==> config.mk <==
export PLATFORM = sky130hd
export DESIGN_NAME = floppy_step_gen
export DESIGN_NICKNAME = d
export VERILOG_FILES = /design/src/rtl/floppy_step_gen.sv
export SDC_FILE = /design/constraint.sdc
export NUM_CORES = 1
export LEC_CHECK = 0
export CAP_MARGIN = 20
export CORE_ASPECT_RATIO = 1.25
export CORE_MARGIN = 2
export CORE_UTILIZATION = 57
export CTS_CLUSTER_DIAMETER = 120
export DETAILED_ROUTE_END_ITERATION = 7
export GPL_TIMING_DRIVEN = 0
export HOLD_SLACK_MARGIN = 0.12
export PLACE_DENSITY = 0.83
export SKIP_LAST_GASP = 1
export SLEW_MARGIN = 20
export SYNTH_ARGS = -nofsm -noshare
export SYNTH_HDL_FRONTEND = slang
export SYNTH_SLANG_ARGS = --single-unit
export TNS_END_PERCENT = 20
==> constraint.sdc <==
create_clock -name clk -period 2.9 [get_ports clk]
set_input_delay 0.58 -clock clk [delete_from_list [all_inputs] [get_ports clk]]
set_output_delay 0.58 -clock clk [all_outputs]
set_load 0.005 [all_outputs]
==> src/rtl/floppy_step_gen.sv <==
// Floppy STEP/DIR seek sequencer: DIR setup, N timed STEP pulses, head-settle, then a one-cycle done.
// Optional STEP_TRK0_STOP_EN: an outward seek stops early once TRACK 0 is seen.
module floppy_step_gen #(
  parameter int DIR_SETUP_CLKS = 4,
  parameter int PULSE_CLKS     = 2,
  parameter int STEP_CLKS      = 10,
  parameter int SETTLE_CLKS    = 20,
  parameter int CNT_BITS       = 7
) (
  input  logic                clk,
  input  logic                rst_n,
  input  logic                cmd_valid,
  output logic                cmd_ready,
  input  logic                cmd_dir,
  input  logic [CNT_BITS-1:0] cmd_count,
  input  logic                trk0,
  output logic                step_n,
  output logic                dir_n,
  output logic                busy,
  output logic                done,
  output logic                trk0_stop
);

  localparam int MAX_AB = (DIR_SETUP_CLKS > PULSE_CLKS) ? DIR_SETUP_CLKS : PULSE_CLKS;
  localparam int MAX_CD = (STEP_CLKS > SETTLE_CLKS) ? STEP_CLKS : SETTLE_CLKS;
  localparam int MAXP   = (MAX_AB > MAX_CD) ? MAX_AB : MAX_CD;
  localparam int TW     = $clog2(MAXP + 1);
  localparam int GAP_CLKS = STEP_CLKS - PULSE_CLKS;

  typedef enum logic [2:0] {IDLE, SETUP, PULSE, GAP, SETTLE} state_t;

  state_t              state;
  logic [TW-1:0]       tmr;
  logic [CNT_BITS-1:0] remain;
  logic                stop_hit;

  assign cmd_ready = (state == IDLE);
  assign busy      = (state != IDLE);

`ifdef STEP_TRK0_STOP_EN
  logic          trk0_cut;
  logic [TW:0]   settle_sum;
  logic [TW:0]   settle_left;
  assign trk0_cut = trk0 & dir_n;
  // Settle is measured from the last STEP rise, so credit the GAP time already spent.
  assign settle_sum  = {1'b0, tmr} + (TW+1)'(SETTLE_CLKS - 1);
  assign settle_left = settle_sum - (TW+1)'(GAP_CLKS);
`else
  logic unused_trk0;
  assign unused_trk0 = trk0;
`endif

  always_ff @(posedge clk or negedge rst_n) begin
    if (!rst_n) begin
      state     <= IDLE;
      tmr       <= '0;
      remain    <= '0;
      stop_hit  <= 1'b0;
      step_n    <= 1'b1;
      dir_n     <= 1'b1;
      done      <= 1'b0;
      trk0_stop <= 1'b0;
    end else begin
      done      <= 1'b0;
      trk0_stop <= 1'b0;
      case (state)
        IDLE: begin
          if (cmd_valid) begin
            if (cmd_count == '0) begin
              done <= 1'b1;
            end else begin
              remain   <= cmd_count;
              dir_n    <= ~cmd_dir;
              tmr      <= TW'(DIR_SETUP_CLKS - 1);
              stop_hit <= 1'b0;
              state    <= SETUP;
            end
          end
        end
        SETUP: begin
`ifdef STEP_TRK0_STOP_EN
          if (trk0_cut) begin
            stop_hit <= 1'b1;
            tmr      <= TW'(SETTLE_CLKS - 1);
            state    <= SETTLE;
          end else
`endif
          if (tmr == '0) begin
            step_n <= 1'b0;
            tmr    <= TW'(PULSE_CLKS - 1);
            state  <= PULSE;
          end else begin
            tmr <= tmr - 1'b1;
          end
        end
        PULSE: begin
          if (tmr == '0) begin
            step_n <= 1'b1;
            remain <= remain - 1'b1;
            if (remain == CNT_BITS'(1)) begin
              tmr   <= TW'(SETTLE_CLKS - 1);
              state <= SETTLE;
            end else begin
              tmr   <= TW'(GAP_CLKS - 1);
              state <= GAP;
            end
          end else begin
            tmr <= tmr - 1'b1;
          end
        end
        GAP: begin
`ifdef STEP_TRK0_STOP_EN
          if (trk0_cut) begin
            stop_hit <= 1'b1;
            if (settle_sum >= (TW+1)'(GAP_CLKS)) begin
              tmr   <= settle_left[TW-1:0];
              state <= SETTLE;
            end else begin
              done      <= 1'b1;
              trk0_stop <= 1'b1;
              state     <= IDLE;
            end
          end else
`endif
          if (tmr == '0) begin
            step_n <= 1'b0;
            tmr    <= TW'(PULSE_CLKS - 1);
            state  <= PULSE;
          end else begin
            tmr <= tmr - 1'b1;
          end
        end
        SETTLE: begin
          if (tmr == '0) begin
            done      <= 1'b1;
            trk0_stop <= stop_hit;
            state     <= IDLE;
          end else begin
            tmr <= tmr - 1'b1;
          end
        end
        default: state <= IDLE;
      endcase
    end
  end

endmodule

==> metrics.md, run 1 <==
| Metric | Value |
|---|---|
| GRT Residual Overflow | `0` |
| Worst Skew | `approximately 0.00061 ns` |
| Static Leak | `0.5656 nW` |
| Max Cap Viol | `0` |
| Initial Util | `0.6142` |
| Hold WS | `around 0.51 ns` |
| Area leader, netlist | `dfrtp_1` |
| Post-Syn Instances | `140` |
| Status | `complete, no violations` |
| CP Launch Type | `input pin` |
| Worst Tran Pin Value | `approximately 0.84 ns` |
| Post_cts resized | `0` |
| Fin util | `0.7129` |
| Vias/cell | `6.461` |
| Ys async rst share | `1.000` |
| Net Count, Synth | `155` |
| Crit path cell chain | `clkdlybuf4s50_1 -> or4_4 -> o41a_1 -> o21ai_2 -> mux2i_1 -> nand3_1` |
| Final net count | `about 180` |
| Max Slew Vio Count | `0` |
| Post-CTS Setup Repair Bufs | `0` |
| Synth cell types | `53` |
| Row Count | `18` |
| Final Setup Violations | `0` |
| Synthesis-to-layout area growth | `16.06%` |
| Die ar. | `0.002550 mm^2` |
| Family with the most delay on the worst path | `compound AO/OA/AOI/OAI gates` |
| CP Class | `input pin to register` |
| CP arrival | `roughly 2.6 ns` |
| Port Buf Inserts | `15` |
| Final Power | `0.4117 mW` |
| FF+latch count, synth | `18` |
| Syn_area_per_cell | `8.794 um^2` |
| Pin count of the biggest net entering global routing | `19` |
| Clock H-tree levels | `1` |
| Post-synth top flop | `dfrtp_1` |
| Die Height | `55.96 um` |
| Slowest-stage cell, CP | `or4_4` |
| Placed instance area | `0.001406 mm^2` |
| WL/cell | `15.26 um` |
| GRT Total Usage | `0.2321` |
| Layout cell share with drive strength beyond 1 | `0.1266` |
| PwrDens | `288.1 mW/mm^2` |
| ANT nets after route | `0` |
| Final hold vios | `0` |
| Clk slew on worst S/H paths | `~0.1 ns` |
| Hold-fix buffers, CTS | `0` |
| CORE AREA | `0.002004 mm^2` |
| # DRC | `0` |
| DP Wirelength | `2058 um` |
| Critical path required time | `about 3.1 ns` |
| Slowest Stage Delay on Critical Path | `0.57 ns` |
| Num CTS Buffers | `3` |
| Final setup TNS | `0 ns` |
| Ant. Diodes | `0` |
| Via count | `1,150` |
| # IOs | `18` |
| Initial antenna violation count | `0` |
| DR iter-0 viols | `26` |
| CTS tree | `yes` |
| Peak Freq | `410.3 MHz` |
| Unrepaired setup endpoints after global routing | `false` |
| Clk buf depth | `2` |
| Final instance area | `roughly 0.0014 mm^2` |
| Final period util | `0.8405` |
| Final Critical Period | `2.437 ns` |
| Buf/Inv on CP | `1` |
| Worst-skew pair later-pin latency | `0.30 ns` |
| CTS root buffer | `clkbuf_4` |
| Crit end category | `register` |
| Post-synth EDFFs | `0` |
| IR drop worst, VDD | `0.2551 mV` |
| Synth area leaders | `dfrtp_1 33%, o21ai_0 5.3%, dfstp_2 4.3%` |
| Mapped Area | `0.001231 mm^2` |
| Worst min-delay path class | `register to register` |
| Sink Count | `18` |
| Slew headroom | `0.4392` |
| Overall routed net length | `about 2700 um` |
| Drt first pass iters | `4` |
| Max FO, Critical Path | `7` |
| Synth Warn # | `0` |
| First-pass GRT wire length | `4422 um` |
| Post-synthesis sequential area ratio | `0.3679` |
| Routability cong. | `0.9003` |
| Die X | `45.57 um` |
| Vias in the first global route | `1,012` |
| Top-area cell type share of the netlist area | `0.3252` |
[tightest hold or removal path, cell delays in order (launching register included)]
cell and delay (ns):
dfstp_2 0.38, o21ai_0 0.06, o31ai_1 0.07
[power breakdown]
part	internal (mW)	switching [mW]
Combinational	0.0162	0.0142
Sequential	0.252	0.000941
Clock	0.0485	0.0794
Total	0.317	0.0946
[cell type report]
class | count | area [um^2]
buffer | 7 | 38.79
sequential | 18 | 452.9
clock buffer | 3 | 22.52
timing repair buffer | 15 | 150.1
inverter | 7 | 26.28
tap | 20 | 25.02
fill | 146 | 575.6
multi-input combinational | 108 | 713.2
[cell usage after synthesis (all sizes together), types with 2 or more instances]
master / n
dfstp: 2
a21oi: 11
nor4b: 2
nor2: 7
a211oi: 2
dfrtp: 16
o21a: 2
nor4: 2
and3: 2
or4: 3
buf: 3
ha: 3
or3b: 2
o21ai: 14
nor3: 6
or3: 3
nand2: 13
inv: 7
a31oi: 3
clkbuf: 4
o22ai: 2
nand3: 6
a21o: 2
or2: 3
[layer usage]
layer / wire length (um) / up-vias / global-route usage
met5: 0 / - / 0
met4: 50 / 0 / 0.08403
met3: 98 / 5 / 0.02597
met2: 1416 / 33 / 0.4064
met1: 1151 / 541 / 0.2763
li1: - / 571 / -
[metrics by stage]
step / worst slack (ns) / cells
2_1_floorplan: 0.7707 / 140
3_3_place_gp: 0.1412 / 175
3_5_place_dp: 0.1394 / 175
4_1_cts: 0.4690 / 178
5_1_grt: 0.3633 / 178
6_report: 0.4627 / 178
[kinds of logic (layout without fill, tap and decap cells)]
group,Yosys count,count (layout),share of synthesized area
adders and majority gates,3,3,0.03049
DFF,18,18,0.3679
and+or+nand+nor,55,55,0.2673
muxes,1,1,0.008130
other,1,1,0.003046
buffers and inverters,14,32,0.05284
AOI/OAI and AO/OA,48,48,0.2703
[path summary, 6_finish.rpt]
check / start / end / slack [ns] / cells past startpoint
worst max-delay path: cmd_count[3] / remain[3] / 0.46 / 6
worst min-delay path: dir_n / dir_n / 0.51 / 2
worst max register to register: tmr[0] / remain[3] / 0.67 / 8
worst min register to register: dir_n / dir_n / 0.51 / 2
max in group asynchronous: rst_n / remain[3] / 1.63 / 1
min in group asynchronous: rst_n / tmr[3] / 0.75 / 1
[placed cells by master, fill, tap and decap left out, types with 2 or more instances in the layout]
cell type	netlist	final
or4_1	2	2
dfrtp_1	16	16
or3_1	3	3
and3_1	2	2
nor2_1	7	7
ha_1	3	3
a21o_1	2	2
clkbuf_4	0	3
dfstp_2	2	2
a211oi_1	2	2
clkdlybuf4s50_1	0	15
a31oi_1	3	3
nand2_1	12	12
o21ai_0	13	13
inv_1	7	7
a21oi_1	10	10
clkbuf_1	4	4
nand3_1	6	6
or2_2	3	3
nor4_1	2	2
nor3_1	6	6
o21a_1	2	2
[state kept, by name, indices dropped and copies added, names as in the netlist]
signal	cells
step_n	1
tmr	5
dir_n	1
done	1
remain	7
state	3
No activity file was read; power rests on OpenSTA's default activity.
==> inputs of run 2 (changes only) <==
CORE_UTILIZATION = 48   (was 57)
PLACE_DENSITY = 0.75   (was 0.83)
clock period = 2 ns   (was 2.9 ns; I/O delays follow)
==> run 2 against run 1 <==
Compared with the run above:
- setup slack worse by 0.45 ns
- clock power up 86%
- hold slack worse by 0.078 ns
- register-to-register slack worse by 0.64 ns
- critical endpoint is now cmd_ready
- first-iteration DRC count up 65%
- sequential share of layout area down 3.8 points
- power up 58%
- flip-flop and latch count unchanged
- sequential power up 45%
- die area up 17%
- largest cell class unchanged
- clock skew about the same
==> metrics.md, run 2 (synthesis results as in run 1) <==
| Metric | Value |
|---|---|
| CORE AREA | `0.002427 mm^2` |
| GRT Total Usage | `0.2362` |
| Initial Util | `0.5072` |
| CP arrival | `about 1.6 ns` |
| Slowest-stage cell, CP | `clkdlybuf4s50_1` |
| Crit end category | `primary output` |
| Final period util | `0.9923` |
| Slowest Stage Delay on Critical Path | `0.51 ns` |
| GRT Residual Overflow | `0` |
| Placed Cells | `around 190` |
| Die X | `between 40 and 50 um` |
| Drt first pass iters | `4` |
| Placed instance area | `0.001423 mm^2` |
| Synthesis-to-layout area growth | `31.91%` |
| Layout cell share with drive strength beyond 1 | `0.2428` |
| Final instance area | `0.001624 mm^2` |
| Num CTS Buffers | `3` |
| Status | `complete, no violations` |
| Reg with most FFs | `remain` |
| Peak Freq | `just over 500 MHz` |
| Die ar. | `0.002989 mm^2` |
| Max Cap Viol | `0` |
| CTS root buffer | `clkbuf_4` |
| Met1 Resource Use GR | `0.2696` |
| Final worst-path setup slack | `0.01535 ns` |
| Grt met3 use | `0.03202` |
| Worst Skew | `0.0007143 ns` |
| Slew headroom | `0.4288` |
| DP Worst Slack | `-0.5635 ns` |
| Final hold vios | `0` |
| Fin cells | `slightly above 200` |
| Crit path cell chain | `nor2_4 -> nand2_4 -> inv_2 -> clkdlybuf4s50_1` |
| Unrepaired setup endpoints after global routing | `true` |
| IR drop worst, VDD | `0.4635 mV` |
| Final Power | `0.6521 mW` |
| CTS tree | `yes` |
| Via count | `1,200` |
| # DRC | `0` |
| Ant. Diodes | `0` |
| Sink Count | `18` |
| Max Slew Vio Count | `0` |
| Grt met2 use | `0.4421` |
| Worst Tran Pin Value | `0.8541 ns` |
| Overall routed net length | `between 3000 and 4000 um` |
| Port Buf Inserts | `15` |
| Critical path required time | `1.60 ns` |
| Static Leak | `about 0.65 nW` |
| Row Count | `20` |
| Clock H-tree levels | `1` |
| CP Launch Type | `register` |
| DR iter-0 viols | `43` |
| CP Class | `register to primary output` |
| Final Setup Violations | `0` |
| GRT busiest layer | `met2` |
| Pin count of the biggest net entering global routing | `19` |
| Final Critical Period | `1.985 ns` |
| Clk slew on worst S/H paths | `between 0.1 and 0.15 ns` |
| Max reg flops | `7` |
| DP Wirelength | `2165 um` |
| Most frequent cells in the layout | `16 x buf_4, 16 x dfrtp_1, 13 x o21ai_0` |
| Worst-skew pair later-pin latency | `0.31 ns` |
| Regs by FF count | `remain x7, tmr x5, state x3` |
| Routability cong. | `0.8996` |
| # IOs | `18` |
| Fillers | `~200` |
| PwrDens | `401.5 mW/mm^2` |
| ANT nets after route | `0` |
| Die Height | `~61 um` |
| Clk buf depth | `2` |
| Vias/cell | `a little under 6` |
| Vias in the first global route | `1,177` |
| Family with the most delay on the worst path | `buffers and inverters` |
| Final net count | `189` |
| Worst min-delay path class | `input pin to register` |
| First-pass GRT wire length | `5333 um` |
| Initial antenna violation count | `0` |
| Max FO, Critical Path | `5` |
| WL/cell | `15.42 um` |
| Buf/Inv on CP | `2` |
run 2: tightest hold or removal path: stages:
cell and delay, ns:
clkdlybuf4s15_1 0.18, nand2_1 0.05, nand3_1 0.08
run 2: layer usage:
layer / wire length, um / share of wire / up-vias
met3: 63 / 0.020 / 4
met5: 0 / 0 / -
li1: - / - / 594
met4: 42 / 0.013 / 0
met2: 1716 / 0.54 / 19
met1: 1353 / 0.43 / 583
run 2: layout make-up:
class	instances	area, um^2	share of cell area
sequential	18	452.9	0.2789
multi-input combinational	108	772.0	0.4753
buffer	6	33.78	0.02080
inverter	7	26.28	0.01618
timing repair buffer	30	261.5	0.1610
tap	33	41.29	0.02542
clock buffer	4	36.28	0.02234
run 2: final timing paths:
kind                             end  cells after the start  slack, ns    startpoint
min in group asynchronous     tmr[3]                      1       0.57         rst_n
min                        remain[6]                      3       0.43  cmd_count[6]
max                        cmd_ready                      4       0.02      state[0]
min reg2reg                    dir_n                      2       0.52         dir_n
max in group asynchronous  remain[4]                      1       0.91         rst_n
max reg2reg                remain[3]                      7       0.03        tmr[1]
run 2: power breakdown:
part	switching, mW	leakage [nW]	total [mW]	internal [mW]
combinational	0.0238	0.407	0.0466	0.0228
sequential	0.00172	0.223	0.368	0.366
clock	0.126	0.0210	0.238	0.111
run 2: stage by stage:
step                hold slack, ns  TNS [ns]    util
floorplan                   0.1044         0       -
global placement            0.4804    -5.943  0.5861
detailed placement          0.4928    -6.265  0.5861
CTS                         0.4282         0  0.6479
global route                0.4463  -0.07401  0.6691
finish                      0.4283         0  0.6691
run 2: timing repair:
action / CTS / global route
gates resized for setup: 17 / 5
hold buffers: 0 / 0
setup endpoints to repair: 15 / 15
setup buffers: 11 / 4
pin swaps: 7 / 9
==> inputs of run 3 (changes only) <==
CAP_MARGIN = not set   (was 20)
PLACE_DENSITY = not set   (was 0.75)
PLACE_DENSITY_LB_ADDON = 0.08   (was not set)
==> run 3 against run 2 <==
Compared with the run above:
- global-route usage shrank 0.49 points
- sequential share of layout area is 0.38 points lower
- cell area rose by 1.4%
- maximum frequency decreased by 0.38%
- flip-flop and latch count stayed put
- combinational power rose by 2%
- final cell count increased by 0.97%
- critical path type is now input pin to register
- via count rose by 3.5%
- clock skew increased by 0.0022 ns
==> metrics.md, run 3 (synthesis results as in run 1) <==
| Metric | Value |
|---|---|
| Status | `complete, no violations` |
| Row Count | `20` |
| Slowest-stage cell, CP | `or4_4` |
| Peak Freq | `about 500 MHz` |
| Static Leak | `0.6650 nW` |
| CP Class | `input pin to register` |
| Num CTS Buffers | `3` |
| Port Buf Inserts | `15` |
| Overall routed net length | `around 3200 um` |
| CTS root buffer | `clkbuf_4` |
| Placed instance area | `0.001423 mm^2` |
| Routability cong. | `0.8064` |
| Vias in the first global route | `roughly 1.2k` |
| Drt first pass iters | `4` |
| Ant. Diodes | `0` |
| Vias/cell | `5.971` |
| Reg with most FFs | `remain` |
| Die Height | `60.63 um` |
| Crit path cell chain | `dlygate4sd2_1 -> or4_4 -> o41a_1 -> o21ai_4 -> mux2i_1 -> nand3_1` |
| Via count | `about 1.2k` |
| RR Startpoint | `tmr[1]` |
| Final instance area | `0.001647 mm^2` |
| First-pass GRT wire length | `5292 um` |
| Most frequent cells in the layout | `16 x buf_4, 16 x dfrtp_1, 13 x o21ai_0` |
| Hold WS | `~0.45 ns` |
| Initial Util | `0.5072` |
| WL/cell | `roughly 15 um` |
| PwrDens | `390.6 mW/mm^2` |
| Clock H-tree levels | `1` |
| Fillers | `200` |
| Layout cell share with drive strength beyond 1 | `0.2629` |
| Final Setup Violations | `0` |
| CP arrival | `2.18 ns` |
| ANT nets after route | `0` |
| # IOs | `18` |
| Final period util | `0.9961` |
| Clk slew on worst S/H paths | `0.11 ns` |
| Slew headroom | `0.4260` |
| Critical path origin | `cmd_count[5]` |
| Family with the most delay on the worst path | `compound AO/OA/AOI/OAI gates` |
| Buf/Inv on CP | `1` |
| Final Power | `approximately 0.64 mW` |
| DP Wirelength | `2124 um` |
| Max FO, Critical Path | `6` |
| GRT Residual Overflow | `0` |
| Crit end category | `register` |
| Max Slew Vio Count | `0` |
| # DRC | `0` |
| Worst Tran Pin Value | `0.8583 ns` |
| Initial antenna violation count | `0` |
| Fin util | `0.6784` |
| Synthesis-to-layout area growth | `33.74%` |
| Final Critical Period | `1.992 ns` |
| Worst-skew pair later-pin latency | `between 0.2 and 0.3 ns` |
| Worst min-delay path class | `input pin to register` |
| Final net count | `191` |
| Slowest Stage Delay on Critical Path | `0.49 ns` |
| Regs by FF count | `remain x7, tmr x5, state x3` |
| Pin count of the biggest net entering global routing | `19` |
| Fin cells | `208` |
| GRT Total Usage | `0.2313` |
| Max Cap Viol | `0` |
| Clk buf depth | `2` |
| Placed Cells | `188` |
| Max reg flops | `7` |
| Final hold vios | `0` |
| Worst Skew | `0.002930 ns` |
| Die ar. | `0.002989 mm^2` |
| Unrepaired setup endpoints after global routing | `true` |
| Die X | `49.30 um` |
| CTS tree | `yes` |
| Hold path start | `cmd_count[6]` |
| Sink Count | `18` |
| CORE AREA | `roughly 0.0024 mm^2` |
| CP Launch Type | `input pin` |
| DR iter-0 viols | `41` |
| Critical path required time | `2.19 ns` |
| IR drop worst, VDD | `0.2385 mV` |
| Hold-fix buffers, CTS | `0` |
## run 3: timing repair
item                                    4_1_cts  5_1_grt
cloned                                        0        1
gates resized for setup                      19        6
setup buffers                                10        6
pin swaps                                     6        8
endpoints found under the setup margin       17       14
## run 3: worst min-delay path, delay by kind of cell
| kind | cells | cell delay (ns) |
|---|---|---|
| simple gates | 2 | 0.12 |
| buf+inv | 1 | 0.18 |
## run 3: layer usage
layer | global-route usage | wire (um) | vias to the layer above | share of wire
met3 | 0.02709 | 99 | 10 | 0.031
met1 | 0.2567 | 1299 | 600 | 0.41
met2 | 0.4440 | 1706 | 31 | 0.53
met5 | 0 | 0 | - | 0
met4 | 0.1102 | 97 | 0 | 0.030
li1 | - | - | 601 | -
## run 3: final cells by class
class,count,area [um^2],share of cell area
buffer,6,33.78,0.02052
clock buffer,4,36.28,0.02204
inverter,7,26.28,0.01596
multi-input combinational,109,784.5,0.4764
sequential,18,452.9,0.2751
tap,33,41.29,0.02508
timing repair buffer,31,271.5,0.1649
## run 3: final timing paths
check	endpoint	slack (ns)	cells past startpoint
max in group asynchronous	remain[2]	0.89	1
worst min-delay path	remain[6]	0.45	3
worst min register to register	remain[5]	0.52	2
min in group asynchronous	tmr[2]	0.58	1
worst max-delay path	remain[3]	0.008	6
worst max register to register	remain[3]	0.03	7
## run 3: stage by stage
step                setup slack (ns)  setup TNS [ns]
floorplan                   0.009584               0
global placement             -0.5779          -6.535
detailed placement           -0.6051          -6.772
CTS                         -0.02598        -0.07232
global route                -0.02330        -0.07384
finish                      0.007788               0
## run 3: power breakdown
group / total, mW / internal, mW / leakage [nW] / switching [mW]
Sequential: 0.368 / 0.366 / 0.223 / 0.00149
Combinational: 0.0475 / 0.0226 / 0.421 / 0.0249
Clock: 0.228 / 0.111 / 0.0210 / 0.117
Total: 0.643 / 0.500 / 0.665 / 0.143
